$ cat src/rtl/vram_arb_pkg.sv
// Shared defaults and types for the VRAM arbiter.
// Width defaults match the 4096 x 8 tile RAM behind the VGA path.
package vram_arb_pkg;

    localparam int unsigned AW_DEF      = 12;
    localparam int unsigned DW_DEF      = 8;
    localparam int unsigned VIEW_W_DEF  = 7;
    localparam int unsigned STALL_W_DEF = 16;

    typedef enum logic {
        PH_ACTIVE = 1'b0,
        PH_BLANK  = 1'b1
    } phase_e;

endpackage

$ cat src/rtl/vram_arbiter_if.sv
// Bundle of display, writer, scroll and RAM-port signals around vram_arbiter.
// slave = arbiter side, master = surrounding logic (VGA, game logic, RAM).
interface vram_arbiter_if
    import vram_arb_pkg::*;
#(
    parameter int unsigned AW      = AW_DEF,
    parameter int unsigned DW      = DW_DEF,
    parameter int unsigned VIEW_W  = VIEW_W_DEF,
    parameter int unsigned STALL_W = STALL_W_DEF
);
    logic               vblank;
    logic               disp_req;
    logic [AW-1:0]      disp_addr;
    logic [DW-1:0]      disp_rdata;
    logic               disp_rvalid;
    logic               wr_valid;
    logic [AW-1:0]      wr_addr;
    logic [DW-1:0]      wr_data;
    logic               wr_ready;
    logic               wr_blank_only;
    logic [VIEW_W-1:0]  view_in;
    logic [VIEW_W-1:0]  view;
    logic               ram_en;
    logic               ram_we;
    logic [AW-1:0]      ram_addr;
    logic [DW-1:0]      ram_wdata;
    logic [DW-1:0]      ram_rdata;
    logic               frame_start;
    logic [STALL_W-1:0] wr_stall_last;

    modport slave (
        input  vblank, disp_req, disp_addr, wr_valid, wr_addr, wr_data, wr_blank_only,
               view_in, ram_rdata,
        output disp_rdata, disp_rvalid, wr_ready, view, ram_en, ram_we, ram_addr, ram_wdata,
               frame_start, wr_stall_last
    );

    modport master (
        output vblank, disp_req, disp_addr, wr_valid, wr_addr, wr_data, wr_blank_only,
               view_in, ram_rdata,
        input  disp_rdata, disp_rvalid, wr_ready, view, ram_en, ram_we, ram_addr, ram_wdata,
               frame_start, wr_stall_last
    );

endinterface

$ cat src/rtl/vram_rd_pipe.sv
// Read-return pipeline: issue seen on the RAM port, data captured one cycle later.
// Stage 1 waits for the synchronous RAM, stage 2 holds the returned word.
module vram_rd_pipe #(
    parameter int unsigned DW = 8
) (
    input  logic          clk,
    input  logic          rst,
    input  logic          i_issue,
    input  logic [DW-1:0] i_ram_rdata,
    output logic          o_rvalid,
    output logic [DW-1:0] o_rdata
);

    logic          r_v1;
    logic          r_v2;
    logic [DW-1:0] r_data;

    always_ff @(posedge clk or posedge rst) begin
        if (rst) begin
            r_v1   <= 1'b0;
            r_v2   <= 1'b0;
            r_data <= '0;
        end else begin
            r_v1 <= i_issue;
            r_v2 <= r_v1;
            if (r_v1) begin
                r_data <= i_ram_rdata;
            end
        end
    end

    assign o_rvalid = r_v2;
    assign o_rdata  = r_data;

endmodule

$ cat src/rtl/vram_arbiter.sv
// Single-port VRAM arbiter: display reads always win, writer uses valid/ready.
// Define VRAM_ARB_VIEW_SHADOW_EN to update the scroll view only at frame_start.
module vram_arbiter
    import vram_arb_pkg::*;
#(
    parameter int unsigned AW      = AW_DEF,
    parameter int unsigned DW      = DW_DEF,
    parameter int unsigned VIEW_W  = VIEW_W_DEF,
    parameter int unsigned STALL_W = STALL_W_DEF
) (
    input logic           clk,
    input logic           rst,
    vram_arbiter_if.slave io_bus
);

    logic               r_vblank_q;
    logic               r_vblank_prev;
    phase_e             w_phase;
    logic               w_frame_start;
    logic               w_grant_disp;
    logic               w_wr_ready;
    logic               w_wr_fire;
    logic               w_stall;

    logic               r_ram_en;
    logic               r_ram_we;
    logic [AW-1:0]      r_ram_addr;
    logic [DW-1:0]      r_ram_wdata;

    logic [STALL_W-1:0] r_stall_cnt;
    logic [STALL_W-1:0] r_stall_last;
    logic [VIEW_W-1:0]  r_view;

    logic               w_rvalid;
    logic [DW-1:0]      w_rdata;

    always_ff @(posedge clk or posedge rst) begin
        if (rst) begin
            r_vblank_q    <= 1'b0;
            r_vblank_prev <= 1'b0;
        end else begin
            r_vblank_q    <= io_bus.vblank;
            r_vblank_prev <= r_vblank_q;
        end
    end

    assign w_phase       = r_vblank_q ? PH_BLANK : PH_ACTIVE;
    assign w_frame_start = r_vblank_q & ~r_vblank_prev;

    // Display has absolute priority; the writer may starve indefinitely.
    assign w_grant_disp = io_bus.disp_req;
    assign w_wr_ready   = io_bus.wr_valid & ~io_bus.disp_req &
                          (~io_bus.wr_blank_only | (w_phase == PH_BLANK));
    assign w_wr_fire    = io_bus.wr_valid & w_wr_ready;
    assign w_stall      = io_bus.wr_valid & ~w_wr_ready;

    // Address and write data hold when idle so the RAM pins only toggle on access.
    always_ff @(posedge clk or posedge rst) begin
        if (rst) begin
            r_ram_en    <= 1'b0;
            r_ram_we    <= 1'b0;
            r_ram_addr  <= '0;
            r_ram_wdata <= '0;
        end else if (w_grant_disp) begin
            r_ram_en   <= 1'b1;
            r_ram_we   <= 1'b0;
            r_ram_addr <= io_bus.disp_addr;
        end else if (w_wr_fire) begin
            r_ram_en    <= 1'b1;
            r_ram_we    <= 1'b1;
            r_ram_addr  <= io_bus.wr_addr;
            r_ram_wdata <= io_bus.wr_data;
        end else begin
            r_ram_en <= 1'b0;
            r_ram_we <= 1'b0;
        end
    end

    // A stall in the frame_start cycle itself is dropped by the clear.
    always_ff @(posedge clk or posedge rst) begin
        if (rst) begin
            r_stall_cnt  <= '0;
            r_stall_last <= '0;
        end else if (w_frame_start) begin
            r_stall_last <= r_stall_cnt;
            r_stall_cnt  <= '0;
        end else if (w_stall && (r_stall_cnt != {STALL_W{1'b1}})) begin
            r_stall_cnt <= r_stall_cnt + 1'b1;
        end
    end

    always_ff @(posedge clk or posedge rst) begin
        if (rst) begin
            r_view <= '0;
        end else begin
`ifdef VRAM_ARB_VIEW_SHADOW_EN
            if (w_frame_start) begin
                r_view <= io_bus.view_in;
            end
`else
            r_view <= io_bus.view_in;
`endif
        end
    end

    vram_rd_pipe #(
        .DW (DW)
    ) u_rd_pipe (
        .clk         (clk),
        .rst         (rst),
        .i_issue     (r_ram_en & ~r_ram_we),
        .i_ram_rdata (io_bus.ram_rdata),
        .o_rvalid    (w_rvalid),
        .o_rdata     (w_rdata)
    );

    assign io_bus.disp_rvalid   = w_rvalid;
    assign io_bus.disp_rdata    = w_rdata;
    assign io_bus.wr_ready      = w_wr_ready;
    assign io_bus.ram_en        = r_ram_en;
    assign io_bus.ram_we        = r_ram_we;
    assign io_bus.ram_addr      = r_ram_addr;
    assign io_bus.ram_wdata     = r_ram_wdata;
    assign io_bus.frame_start   = w_frame_start;
    assign io_bus.wr_stall_last = r_stall_last;
    assign io_bus.view          = r_view;

endmodule
$ cat src/flat_wrapper.sv
// flat-port wrapper written by rule: the top's interface ports become plain ports
module vram_arbiter_flat import vram_arb_pkg::*;
#(
    parameter int unsigned AW      = AW_DEF,
    parameter int unsigned DW      = DW_DEF,
    parameter int unsigned VIEW_W  = VIEW_W_DEF,
    parameter int unsigned STALL_W = STALL_W_DEF
)
  (clk, rst, io_bus_vblank, io_bus_disp_req, io_bus_disp_addr, io_bus_wr_valid, io_bus_wr_addr, io_bus_wr_data, io_bus_wr_blank_only, io_bus_view_in, io_bus_ram_rdata, io_bus_disp_rdata, io_bus_disp_rvalid, io_bus_wr_ready, io_bus_view, io_bus_ram_en, io_bus_ram_we, io_bus_ram_addr, io_bus_ram_wdata, io_bus_frame_start, io_bus_wr_stall_last);
  vram_arbiter_if #(.AW(AW), .DW(DW), .VIEW_W(VIEW_W), .STALL_W(STALL_W)) io_bus_i ();
  input logic clk;
  input logic rst;
  input wire logic [$bits(io_bus_i.vblank)-1:0] io_bus_vblank;
  input wire logic [$bits(io_bus_i.disp_req)-1:0] io_bus_disp_req;
  input wire logic [$bits(io_bus_i.disp_addr)-1:0] io_bus_disp_addr;
  input wire logic [$bits(io_bus_i.wr_valid)-1:0] io_bus_wr_valid;
  input wire logic [$bits(io_bus_i.wr_addr)-1:0] io_bus_wr_addr;
  input wire logic [$bits(io_bus_i.wr_data)-1:0] io_bus_wr_data;
  input wire logic [$bits(io_bus_i.wr_blank_only)-1:0] io_bus_wr_blank_only;
  input wire logic [$bits(io_bus_i.view_in)-1:0] io_bus_view_in;
  input wire logic [$bits(io_bus_i.ram_rdata)-1:0] io_bus_ram_rdata;
  output wire logic [$bits(io_bus_i.disp_rdata)-1:0] io_bus_disp_rdata;
  output wire logic [$bits(io_bus_i.disp_rvalid)-1:0] io_bus_disp_rvalid;
  output wire logic [$bits(io_bus_i.wr_ready)-1:0] io_bus_wr_ready;
  output wire logic [$bits(io_bus_i.view)-1:0] io_bus_view;
  output wire logic [$bits(io_bus_i.ram_en)-1:0] io_bus_ram_en;
  output wire logic [$bits(io_bus_i.ram_we)-1:0] io_bus_ram_we;
  output wire logic [$bits(io_bus_i.ram_addr)-1:0] io_bus_ram_addr;
  output wire logic [$bits(io_bus_i.ram_wdata)-1:0] io_bus_ram_wdata;
  output wire logic [$bits(io_bus_i.frame_start)-1:0] io_bus_frame_start;
  output wire logic [$bits(io_bus_i.wr_stall_last)-1:0] io_bus_wr_stall_last;
  assign io_bus_i.vblank = io_bus_vblank;
  assign io_bus_i.disp_req = io_bus_disp_req;
  assign io_bus_i.disp_addr = io_bus_disp_addr;
  assign io_bus_i.wr_valid = io_bus_wr_valid;
  assign io_bus_i.wr_addr = io_bus_wr_addr;
  assign io_bus_i.wr_data = io_bus_wr_data;
  assign io_bus_i.wr_blank_only = io_bus_wr_blank_only;
  assign io_bus_i.view_in = io_bus_view_in;
  assign io_bus_i.ram_rdata = io_bus_ram_rdata;
  assign io_bus_disp_rdata = io_bus_i.disp_rdata;
  assign io_bus_disp_rvalid = io_bus_i.disp_rvalid;
  assign io_bus_wr_ready = io_bus_i.wr_ready;
  assign io_bus_view = io_bus_i.view;
  assign io_bus_ram_en = io_bus_i.ram_en;
  assign io_bus_ram_we = io_bus_i.ram_we;
  assign io_bus_ram_addr = io_bus_i.ram_addr;
  assign io_bus_ram_wdata = io_bus_i.ram_wdata;
  assign io_bus_frame_start = io_bus_i.frame_start;
  assign io_bus_wr_stall_last = io_bus_i.wr_stall_last;
  vram_arbiter #(.AW(AW), .DW(DW), .VIEW_W(VIEW_W), .STALL_W(STALL_W)) u_core (.clk(clk), .rst(rst), .io_bus(io_bus_i));
endmodule
$ cat config.mk
export PLATFORM = sky130hd
export DESIGN_NAME = vram_arbiter_flat
export DESIGN_NICKNAME = d
export VERILOG_FILES = /design/src/rtl/vram_arb_pkg.sv /design/src/rtl/vram_arbiter_if.sv /design/src/rtl/vram_rd_pipe.sv /design/src/rtl/vram_arbiter.sv /design/src/flat_wrapper.sv
export SDC_FILE = /design/constraint.sdc
export NUM_CORES = 1
export LEC_CHECK = 0
export CAP_MARGIN = 5
export CORE_MARGIN = 2
export CORE_UTILIZATION = 48
export DETAILED_ROUTE_END_ITERATION = 16
export PLACE_DENSITY = 0.85
export SETUP_SLACK_MARGIN = 0.1
export SYNTH_ARGS = -nofsm -noshare
export SYNTH_HDL_FRONTEND = slang
export SYNTH_SLANG_ARGS = --single-unit
$ cat constraint.sdc
create_clock -name clk -period 4.9 [get_ports clk]
set_clock_uncertainty 0.05 [all_clocks]
set_input_delay 0.735 -clock clk [delete_from_list [all_inputs] [get_ports clk]]
set_output_delay 0.735 -clock clk [all_outputs]
set_load 0.01 [all_outputs]
==> impl_metrics.json <==
{
  "area_delta_synth_final_pct": 44.1,
  "cts-root-buf": "clkbuf_8",
  "grt_usage": 0.210,
  "power.total_mw": 1.40,
  "hold_viol_final": 0,
  "p_per_area_nw_per_um2": 317,
  "cts-htree-levels": 3,
  "relSlewSlack": 0.304,
  "syn_area_um2": 3080,
  "max_freq_ghz": 0.341,
  "antenna_found_initial": 0,
  "dieArea_um2": 7070,
  "final_max_slew_viol_count": 0,
  "cts_sinks": 73,
  "path_class": "in -> out",
  "yosys_warnings": 0,
  "placementRows": 29,
  "finalSetupViolCount": 0,
  "cp_max_fo": 7,
  "yosysSeqAreaShare": 0.593,
  "drc_errors": 0,
  "min-delay-start": "u_core.io_bus.ram_we",
  "port_buffers": 108,
  "syn_nets": 327,
  "yosys.area.top_type": "dfrtp_1",
  "final.fill_count": 462,
  "wire_per_inst_um": 15.1,
  "grt_pass1_vias": 2415,
  "cap_viol_max_count": 0,
  "cts_resized": 0,
  "synth_compound_area_frac": 0.0898,
  "synthMuxAreaShare": 0.107,
  "fp.dieW_um": 84.1,
  "wl_met1_um": 2920,
  "synth-simple-area-share": 0.178,
  "layout.cells.non_filler": 466,
  "ys_seq_elements": 73,
  "crit_required_ps": 4120,
  "r2r_slack_ps": 2930,
  "min_path_cells": 1,
  "grt_first_pass_wirelength_um": 11700,
  "dp_worst_setup_slack_ps": 1980,
  "cp-end-kind": "output port",
  "antennaDiodeCount": 0,
  "cp.buffers_inverters": 2,
  "fin_crit_ps": 2930,
  "holdBufCountCts": 0,
  "synthTopCellsByArea": "dfrtp_1, nand2_1, mux2_2",
  "cp-start-kind": "input port",
  "path_cells": "clkdlybuf4s50_1, nand2_1, nor2_1, clkdlybuf4s50_1",
  "fin_nets": 439,
  "overflow": 0,
  "placed_cell_area_um2": 4230,
  "cp.arrival_ps": 2150,
  "grt_start_max_net_pins": 50,
  "critPathSlowestCell": "clkdlybuf4s50_1",
  "leakage_nw": 1.95,
  "period_share": 0.599,
  "viasPerCell": 5.24,
  "worst_pin_slew_ps": 1030,
  "post_cts_buffers": 0,
  "die_h_um": 84.1,
  "min_path_type": "reg -> reg",
  "critPathTopFamily": "buffers and inverters",
  "finalSetupTns_ps": 0,
  "syn_avg_cell_area_um2": 11.3,
  "drive_above_1_share": 0.118,
  "finalWirelength_um": 7040,
  "timing.rr.end": "u_core.r_stall_cnt[15]",
  "cts_tree": "built",
  "ys_async_sr_fraction": 1.00,
  "min_to": "u_core.u_rd_pipe.r_v1",
  "yosys.area_share.xor_xnor": 0,
  "final_antenna_net_count": 0,
  "rsz0062_at_grt": "false",
  "detail_route.first_pass.iterations": 4,
  "timing.rr.start": "u_core.r_vblank_q",
  "clockBufferDepth": 2,
  "gp_congestion": 0.838,
  "synth.distinct_cells": 41,
  "synthCells": 273,
  "synth_top_area_share": 0.593,
  "design_area_um2": 4440,
  "status": "finished, final reports clean",
  "top_layer_used": "met4",
  "io_pins": 109,
  "synthFlopType": "dfrtp_1",
  "synth_edf_count": 0,
  "critical_path.most_common_cell": "clkdlybuf4s50_1",
  "post-dp-hpwl_um": 5080,
  "setup_slack_ps": 1970,
  "core_um2": 6280,
  "insertion_delay_ps": 340,
  "rr_worst_depth": 4,
  "routed-wl-met3_um": 394,
  "synth_top_family_by_area": "simple AND/OR/NAND/NOR gates",
  "peakVddDrop_mv": 0.259,
  "start_util": 0.490,
  "route.met2.wl_um": 3570,
  "via_count": 2442,
  "cts.reportedPaths.clkPinSlew_ps": 80,
  "drt_iter0_drc": 102,
  "critPathMaxStageDelay_ps": 620,
  "dp_cells": 451,
  "synthAdderAreaFrac": 0.00407,
  "cts_buffers": 9
}
[cell families after synthesis]
kind of cell,after synthesis
adders and majority gates,1
and+or+nand+nor,105
buffers and inverters,17
muxes,31
DFF,73
AOI/OAI and AO/OA,46
[routing by layer]
metal  vias to the layer above  track usage
li1                       1192            -
met1                      1151        0.263
met2                        84        0.347
met3                        15       0.0534
met4                         0       0.0894
met5                         -            0
[how the worst max path moves through the flow]
stage	from	endpoint	slack [ps]	cells past startpoint
global placement	io_bus_wr_valid	io_bus_wr_ready	1990	4
CTS	io_bus_wr_valid	io_bus_wr_ready	1970	4
detailed placement	io_bus_wr_valid	io_bus_wr_ready	1980	4
finish	io_bus_wr_valid	io_bus_wr_ready	1970	4
global route	io_bus_wr_valid	io_bus_wr_ready	1900	4
floorplan	rst	u_core.io_bus.ram_addr[0]	2260	1
[synthesized netlist by cell type, drive strengths merged, types with 2 or more instances]
cell type and number:
nand3 4, o21ai 20, mux2 16, clkbuf 9, mux2i 15, nand2 63, inv 4, o41ai 2
nor4 3, o2111ai 2, nor2 4, nand4 6, nand2b 6, or3 4, dfrtp 73, buf 3
o31ai 6, or4 6, a21oi 11, o311ai 2, and4 3
[area by class of cell]
class | count | area, µm² | share of cell area
Clock buffer | 9 | 124 | 0.0279
Clock inverter | 6 | 83.8 | 0.0189
Inverter | 5 | 18.8 | 0.00423
Multi-Input combinational cell | 183 | 1170 | 0.263
Sequential cell | 73 | 1830 | 0.412
Tap cell | 77 | 96.3 | 0.0217
Timing Repair Buffer | 113 | 1120 | 0.252
[flip-flops by register name, summed over array words and instances, names as in the netlist]
register and cells:
u_core.io_bus.wr_stall_last 16, u_core.r_stall_cnt 16, u_core.u_rd_pipe.o_rdata 8, u_core.io_bus.ram_en 1, u_core.u_rd_pipe.o_rvalid 1, u_core.io_bus.ram_we 1
u_core.r_vblank_prev 1, u_core.io_bus.ram_addr 12, u_core.u_rd_pipe.r_v1 1, u_core.io_bus.ram_wdata 8, u_core.io_bus.view 7, u_core.r_vblank_q 1
[power by group]
part	leakage, nW	switching [mW]	internal, mW
combinational	0.913	0.0914	0.139
clock	0.109	0.219	0.282
sequential	0.926	0.0263	0.647
total	1.95	0.336	1.07
[worst register-to-register path, delay by kind of cell (launching register included)]
| family | cells | cell delay (ps) |
|---|---|---|
| muxes | 1 | 220 |
| and+or+nand+nor | 2 | 420 |
| AOI/OAI and AO/OA | 1 | 810 |
| DFF | 1 | 380 |
[stage by stage]
stage                     hold WS (ps)   util
after floorplan                    302      -
after global placement             363  0.674
after detailed placement           362  0.674
after CTS                          363  0.707
after global routing               409  0.707
final                              358  0.707
[layout by cell type, fill, tap and decap left out, types with 4 or more instances in the layout]
cell | netlist | layout
clkdlybuf4s50_1 | 0 | 108
dfrtp_1 | 73 | 73
nand2_1 | 63 | 63
o21ai_0 | 20 | 20
mux2_2 | 16 | 16
mux2i_1 | 15 | 15
a21oi_1 | 11 | 11
clkbuf_8 | 0 | 9
nand2b_1 | 6 | 6
o31ai_1 | 6 | 6
buf_4 | 1 | 5
nand3_1 | 4 | 4
nand4_1 | 4 | 4
or4_1 | 4 | 4
No activity file was read; power rests on OpenSTA's default activity.
